==> src/rtl/clock_measure_pkg.sv <==
// Shared types and defaults for the clock half-period measurement block.
// The default constants are also used by the clock divider bench.
package clock_measure_pkg;

    localparam int DEFAULT_WIDTH   = 32;
    localparam int DEFAULT_TIMEOUT = 100_000_000;

    typedef enum logic [0:0] {
        IDLE    = 1'b0,
        MEASURE = 1'b1
    } state_e;

endpackage

==> src/rtl/sync_edge_detect.sv <==
// Multi-flop synchronizer followed by a previous-value flop.
// Flags a change of either polarity on the synchronized level.
module sync_edge_detect #(
    parameter int SYNC_STAGES = 2
) (
    input  logic clk,
    input  logic rst_n,
    input  logic d,
    output logic q,
    output logic edge_det
);

    logic [SYNC_STAGES-1:0] r_sync;
    logic                   r_prev;

    // synchronizer shift chain and previous synchronized level
    always_ff @(posedge clk or negedge rst_n) begin
        if (!rst_n) begin
            r_sync <= '0;
            r_prev <= 1'b0;
        end else begin
            r_sync <= {r_sync[SYNC_STAGES-2:0], d};
            r_prev <= r_sync[SYNC_STAGES-1];
        end
    end

    assign q        = r_sync[SYNC_STAGES-1];
    assign edge_det = r_sync[SYNC_STAGES-1] ^ r_prev;

endmodule

==> src/rtl/clock_measure.sv <==
// Measures the half-period of a slow toggling input in clk cycles and
// reports the equivalent divider 'upto', a lock flag and a dead-input pulse.
module clock_measure
    import clock_measure_pkg::*;
#(
    parameter int WIDTH       = DEFAULT_WIDTH,
    parameter int SYNC_STAGES = 2,
    parameter int TIMEOUT     = DEFAULT_TIMEOUT,
    parameter int LOCK_TOL    = 0
) (
    input  logic             clk,
    input  logic             rst_n,
    input  logic             sig_in,
    output logic             meas_valid,
    output logic [WIDTH-1:0] half_period,
    output logic [WIDTH-1:0] upto_est,
    output logic             locked,
    output logic             timeout
);

    localparam logic [WIDTH-1:0] TO_VAL  = WIDTH'(TIMEOUT);
    localparam logic [WIDTH-1:0] TOL_VAL = WIDTH'(LOCK_TOL);
    localparam logic [WIDTH-1:0] ONE     = WIDTH'(1);

    state_e           r_state, w_state_nxt;
    logic [WIDTH-1:0] r_cnt, w_cnt_nxt, w_cnt_inc, w_diff;
    logic [WIDTH-1:0] r_half, w_half_nxt, r_upto, w_upto_nxt;
    logic             r_valid, w_valid_nxt, r_locked, w_locked_nxt;
    logic             r_timeout, w_timeout_nxt, r_first, w_first_nxt;
    logic             w_edge, w_unused_sync_q;

    sync_edge_detect #(
        .SYNC_STAGES(SYNC_STAGES)
    ) u_sync (
        .clk     (clk),
        .rst_n   (rst_n),
        .d       (sig_in),
        .q       (w_unused_sync_q),
        .edge_det(w_edge)
    );

    assign w_cnt_inc = (r_cnt == '1) ? r_cnt : r_cnt + ONE;
    assign w_diff    = (r_cnt >= r_half) ? (r_cnt - r_half) : (r_half - r_cnt);

    // next-state, counter, capture and lock decisions
    always_comb begin
        w_state_nxt   = r_state;
        w_cnt_nxt     = r_cnt;
        w_half_nxt    = r_half;
        w_upto_nxt    = r_upto;
        w_valid_nxt   = 1'b0;
        w_locked_nxt  = r_locked;
        w_timeout_nxt = 1'b0;
        w_first_nxt   = r_first;
        case (r_state)
            IDLE: begin
                if (w_edge) begin
                    w_state_nxt = MEASURE;
                    w_cnt_nxt   = ONE;
                    w_first_nxt = 1'b1;
                end else begin
                    w_cnt_nxt = '0;
                end
            end
            MEASURE: begin
                if (w_edge) begin
                    w_half_nxt  = r_cnt;
                    w_upto_nxt  = r_cnt - ONE;
                    w_valid_nxt = 1'b1;
                    w_cnt_nxt   = ONE;
                    w_first_nxt = 1'b0;
                    // stored half-period is meaningless right after re-arming
                    if (r_first) begin
                        w_locked_nxt = 1'b0;
                    end else begin
                        w_locked_nxt = (w_diff <= TOL_VAL);
                    end
                end else if (w_cnt_inc == TO_VAL) begin
                    w_timeout_nxt = 1'b1;
                    w_locked_nxt  = 1'b0;
                    w_state_nxt   = IDLE;
                    w_cnt_nxt     = '0;
                end else begin
                    w_cnt_nxt = w_cnt_inc;
                end
            end
            default: begin
                w_state_nxt = IDLE;
                w_cnt_nxt   = '0;
            end
        endcase
    end

    // state register
    always_ff @(posedge clk or negedge rst_n) begin
        if (!rst_n) begin
            r_state <= IDLE;
        end else begin
            r_state <= w_state_nxt;
        end
    end

    // counter, captured measurement and status registers
    always_ff @(posedge clk or negedge rst_n) begin
        if (!rst_n) begin
            r_cnt     <= '0;
            r_half    <= '0;
            r_upto    <= '0;
            r_valid   <= 1'b0;
            r_locked  <= 1'b0;
            r_timeout <= 1'b0;
            r_first   <= 1'b0;
        end else begin
            r_cnt     <= w_cnt_nxt;
            r_half    <= w_half_nxt;
            r_upto    <= w_upto_nxt;
            r_valid   <= w_valid_nxt;
            r_locked  <= w_locked_nxt;
            r_timeout <= w_timeout_nxt;
            r_first   <= w_first_nxt;
        end
    end

    assign meas_valid  = r_valid;
    assign half_period = r_half;
    assign upto_est    = r_upto;
    assign locked      = r_locked;
    assign timeout     = r_timeout;

endmodule

==> config.mk <==
export PLATFORM = sky130hd
export DESIGN_NAME = clock_measure
export DESIGN_NICKNAME = d
export VERILOG_FILES = /design/src/rtl/clock_measure_pkg.sv /design/src/rtl/sync_edge_detect.sv /design/src/rtl/clock_measure.sv
export SDC_FILE = /design/constraint.sdc
export NUM_CORES = 1
export LEC_CHECK = 0
export BUFFER_PORTS_ARGS = -buffer_cell sky130_fd_sc_hd__buf_4
export CAP_MARGIN = 5
export CELL_PAD_IN_SITES_DETAIL_PLACEMENT = 1
export CELL_PAD_IN_SITES_GLOBAL_PLACEMENT = 2
export CORE_MARGIN = 3
export CORE_UTILIZATION = 30
export CTS_CLUSTER_SIZE = 10
export DETAILED_ROUTE_END_ITERATION = 8
export GPL_TIMING_DRIVEN = 0
export PLACE_DENSITY_LB_ADDON = 0.08
export SLEW_MARGIN = 25
export SYNTH_ARGS = -nofsm -noshare
export SYNTH_HDL_FRONTEND = slang
export SYNTH_SLANG_ARGS = --single-unit
export TNS_END_PERCENT = 1
==> constraint.sdc <==
create_clock -name clk -period 3.6 [get_ports clk]
set_input_delay 0.72 -clock clk [delete_from_list [all_inputs] [get_ports clk]]
set_output_delay 0.72 -clock clk [all_outputs]
set_load 0.005 [all_outputs]
# Word-level counts from Yosys, hierarchy flattened
# Cells that the tools add are included.
# totals
word_cells,46
out_inout_bits,67
register_bits,104
# op_classes
bitwise_logic,2
add_sub_neg,4
n_eq_ne,4
magnitude_cmp,2
n_mux,20
n_reduce_logical,4
# ops
operator,n
$mux 32,4
$pmux 32 s2,1
$sub 32x32->32,2
$add 32x1->32 const B,1
$eq 32x27->1 const B,1
$eq 32x32->1 const B,1
$ge 32x32->1,1
$le 32x1->1 const B,1
$sub 32x1->32 const B,1
$mux 1,13
$reduce_and 2->1,3
$ne 2x1->1 const B,2
$pmux 1 s2,2
$reduce_bool 2->1,1
$not 1->1,1
$xor 1x1->1,1

# Depth between registers and ports, before layout
# depth
ltp_word,6
depth_mapped,13
ltp_nobuf,12

# Hierarchy
# From an unflattened synthesis, not the netlist that was laid out.
# unflattened
cells_unflattened,1120
hier_area_um2,8794.7
# modules_own_cells
module,area_each_um2,cells_per_inst,n_inst
clock_measure,8710.9,1116,1
sync_edge_detect,83.8,4,1

# Worst setup path after synthesis
# Ideal clock, no wire load.
# synth_timing
kind,reg2reg
start,register r_cnt[9]
end,"register r_locked, in the netlist locked"
path_slack_ps,628
path_stages_with_launch,13
t_required_ps,3505
synth_period_minus_slack_ps,2972
t_arrival_ps,2877
path_cell_list,dfrtp_1 ha_1 clkbuf_1 nand2_1 o21a_1 a21boi_0 a21boi_1 or3_1 a41oi_1 nand4_1 nor4_1 a31oi_1 o31ai_1
# synth_between
elab_chain_cells,5
elab_cells_between_ends,13
classes_between,add/sub (3); order compare (2); eq/ne (2); mux (4); reduce/logical (2)
# synth_rtl
item,line,text
start: declaration,clock_measure.sv:26,"logic [WIDTH-1:0] r_cnt, w_cnt_nxt, w_cnt_inc, w_diff;"
start signal: assignment,clock_measure.sv:114,r_cnt <= w_cnt_nxt;
"$sub 32x32->32, or another cell as far along",clock_measure.sv:43,assign w_diff = (r_cnt >= r_half) ? (r_cnt - r_half) : (r_half - r_cnt);
"$mux 32, on equally long branches","clock_measure.sv:43, clock_measure.sv:42",
$le 32x1->1 / $eq 32x27->1 (equally long branches),"clock_measure.sv:76, clock_measure.sv:78",
$mux 1 / $reduce_bool 2->1 (equally long branches),n/a,
$mux 1 / $reduce_and 2->1 (equally long branches),n/a,
end signal: assignment,clock_measure.sv:118,r_locked <= w_locked_nxt;
end: declaration,clock_measure.sv:28,"logic r_valid, w_valid_nxt, r_locked, w_locked_nxt;"
# Several ways; a longest one is shown, not always the timed one.
# A chain may end at the register's enable or synchronous reset.

# Worst setup path in the final report
# layout_timing
start,register r_cnt[24]
end,register r_cnt[6]
# layout_between
elab_chain_cells,6
elab_cells_between_ends,7
classes_between,add/sub (1); eq/ne (2); mux (4)
# layout_rtl
item,line,text
$add 32x1->32 / $eq 32x32->1 (equally long branches),clock_measure.sv:42,assign w_cnt_inc = (r_cnt == '1) ? r_cnt : r_cnt + ONE;
$mux 32 *,clock_measure.sv:42,
$eq 32x27->1,clock_measure.sv:78,end else if (w_cnt_inc == TO_VAL) begin
$mux 32 *,clock_measure.sv:78,
$mux 32 *,clock_measure.sv:66,if (w_edge) begin
$pmux 32 s2 *,clock_measure.sv:55,case (r_state)
via w_cnt_nxt[6],clock_measure.sv:26,
# Mark *: on every way through the listed nets, which the timed path passes. The rest lies on a longest branch.

==> results.yml <==
finish:
  fill_cells: 3545
  regArea_sq_um: 2620
  synthToLayoutAreaGrowth_pct: 18.7
  design_area_sq_um: 10600
  fin_cells: 1626
  mostFrequentLayoutCell: "nand2_1"
  multi_input_area_sq_um: 5980
  final_cell_mix: "134 x nand2_1, 103 x nor2_1, 101 x o21ai_0"
  finalNetCount: 1305
  n_antenna_cell: 0
  drive_gt1_frac: 0.174
yosys:
  synthCells: 1153
  synth_edf_count: 0
  synth_fp_nets: 1221
  netlist_top_cells_area: "dfrtp_1 29%, ha_1 9.1%, xnor2_1 7.2%, o21ai_0 6.5%, nand2_1 5.7%"
  ys_types: 74
  synth_ff_type: "dfrtp_1"
  synth_top_area_frac: 0.292
  syn_area_per_cell_sq_um: 7.74
  ys_seq_elements: 104
  synthArstFlopShare: 1.00
  yosysSeqAreaShare: 0.292
  yosys_warnings: 0
  synthesis.area_sq_um: 8920
  synth.largest_area_cell: "dfrtp_1"
clock_network:
  cts_root_buffer: "clkbuf_16"
  clockBufferDepth: 2
  cts_tree: "done"
  cts_sinks: 104
  postCtsHoldBufs: 0
  clk_latency_ps: 360
  numCtsBuffers: 9
  path_clk_slew_ps: 80
  cts_max_level: 3
worst_setup_path:
  worstPathMaxFanout: 8
  critPathKind: "reg -> reg"
  end_kind: "register"
  crit_arrival_ps: 3790
  reg2reg_depth: 12
  reg2reg_slack_ps: 70
  cp.required_ps: 3860
  cp-start-kind: "register"
grt:
  grt_pass1_vias: 8981
  antenna_found_initial: 0
  globalRouteOverflowTotal: 0
  grtUsageTotal: 0.216
  grt_pass1_wl_mm: 53.1
  grt_max_degree: 63
power:
  power_density_nw_per_um2: 435
  max-vdd-ir-drop_uv: 216
  p_total_w: 0.00461
  power.leakage_nw: 4.74
status:
  status: "completed"
sta:
  finalHoldViolCount: 0
  fmax_mhz: 284
  period_share: 0.980
  maxSlewHeadroom: 0.475
  setup_viol: 0
  fin_crit_ps: 3530
  skew_ps: 7.80
  tightest_slew_ps: 788
  report.final.slew_viol_count: 0
place:
  place_area_sq_um: 9950
  hpwl_mm: 27.8
  portBuffers: 69
  gp_congestion: 0.833
  place_inst: 1607
worst_hold_path:
  hold_class: "in -> async"
die:
  die_h_um: 178
  initial_core_util: 0.307
  die_w_um: 178
  die-area_sq_um: 31800
  coreArea_sq_um: 29000
  core.rowCount: 62
  ios: 70
detailed_routing:
  drt_iter0_markers: 469
  drcViolationCount: 0
  routed_wirelength_mm: 34.2
  detail-route-antenna-nets: 0
  via_per_inst: 5.28
  firstDrtPassIters: 5
  vias: 8587
  wire_per_inst_um: 21.0
job:
  drv_cap: 0
## worst paths after layout
kind / from / end
max: r_cnt[24] / r_cnt[6]
min: rst_n / half_period[30]
max reg2reg: r_cnt[24] / r_cnt[6]
min reg2reg: u_sync.r_sync[0] / u_sync.r_sync[1]
max in group asynchronous: rst_n / r_cnt[6]
min in group clk: u_sync.r_sync[0] / u_sync.r_sync[1]
## cell type report
type,instances,area share
Clock buffer,9,0.0213
Sequential cell,104,0.247
Timing Repair Buffer,89,0.0654
Multi-Input combinational cell,909,0.565
Buffer,46,0.0221
Clock inverter,7,0.00497
Tap cell,384,0.0454
Inverter,78,0.0283
## flip-flops by register name, summed over array words and instances, names as in the netlist
name / flops
u_sync.r_prev: 1
meas_valid: 1
locked: 1
r_state: 1
upto_est: 32
r_first: 1
timeout: 1
half_period: 32
u_sync.r_sync: 2
r_cnt: 32
## cell families (layout without fill, tap and decap cells)
group,after synthesis,in the layout,share of synthesized area
and+or+nand+nor,423,423,0.233
AOI/OAI and AO/OA,318,318,0.217
buffers and inverters,140,229,0.0636
DFF,104,104,0.292
xor gates and xnor gates,92,92,0.0903
adders and majority gates,65,65,0.0912
muxes,11,11,0.0128
## report_power, final
part	leakage [nW]	switching, W	internal (W)	total, W
registers	1.38	0.0000830	0.00129	0.00137
logic	3.23	0.00126	0.00101	0.00227
clock network	0.137	0.000488	0.000478	0.000966
total	4.74	0.00183	0.00277	0.00461
## through the flow
| step | setup TNS, ps | util | hold WS, ps | setup slack (ps) |
|---|---|---|---|---|
| after detailed placement | -11100 | 0.343 | 348 | -553 |
| after global placement | -11230 | 0.342 | 335 | -596 |
| final | 0 | 0.365 | 272 | 73.7 |
| after CTS | 0 | 0.357 | 287 | 2.56 |
| after floorplan | 0 | - | 331 | 628 |
| after global routing | -8.73 | 0.365 | 287 | -4.63 |
## worst max-delay path: stages (launching register included)
cell and delay [ps]:
dfrtp_1 420, buf_2 240, nand4_2 220, or3_1 440, or4_4 590, and3_4 210, a31oi_1 330, nor3_1 70
and3_1 220, nand4_2 160, nand3_4 160, buf_4 200, a221oi_2 170
## metal layers
layer  track usage  vias up  share of wire
li1              -     4221              -
met1         0.318     4252           0.51
met3        0.0177       24          0.016
met2         0.349       90           0.46
met5             0        -              0
met4        0.0403        0          0.013
## synthesized netlist by cell type (4+ instances only)
| cell | instances |
|---|---|
| o21ai_1 | 4 |
| and3_1 | 16 |
| a21oi_1 | 77 |
| nor2_1 | 106 |
| nand3b_1 | 4 |
| o2111ai_1 | 4 |
| nor4_1 | 14 |
| nor2b_1 | 6 |
| a21o_1 | 23 |
| buf_2 | 15 |
| xor2_1 | 19 |
| nand2b_1 | 8 |
| o31ai_1 | 8 |
| or4_1 | 4 |
| nand4_1 | 28 |
| xnor2_1 | 73 |
| clkbuf_1 | 43 |
| nor3_1 | 28 |
| o21a_1 | 10 |
| a211oi_1 | 12 |
| o211ai_1 | 8 |
| inv_1 | 74 |
| or3_1 | 12 |
| and2_1 | 4 |
| o21ai_0 | 115 |
| a21boi_0 | 5 |
| dfrtp_1 | 104 |
| mux2i_1 | 8 |
| nand3_1 | 34 |
| a31oi_1 | 17 |
| nand2_1 | 135 |
| ha_1 | 65 |
| and4_1 | 6 |
## timing repair
action,4_1_cts,5_1_grt
endpoints found under the setup margin,31,27
pin swaps,2,12
gates resized for setup,46,57
buffers inserted,6,13
endpoints found under the hold margin,0,0
(Power assumes the default switching activity.)
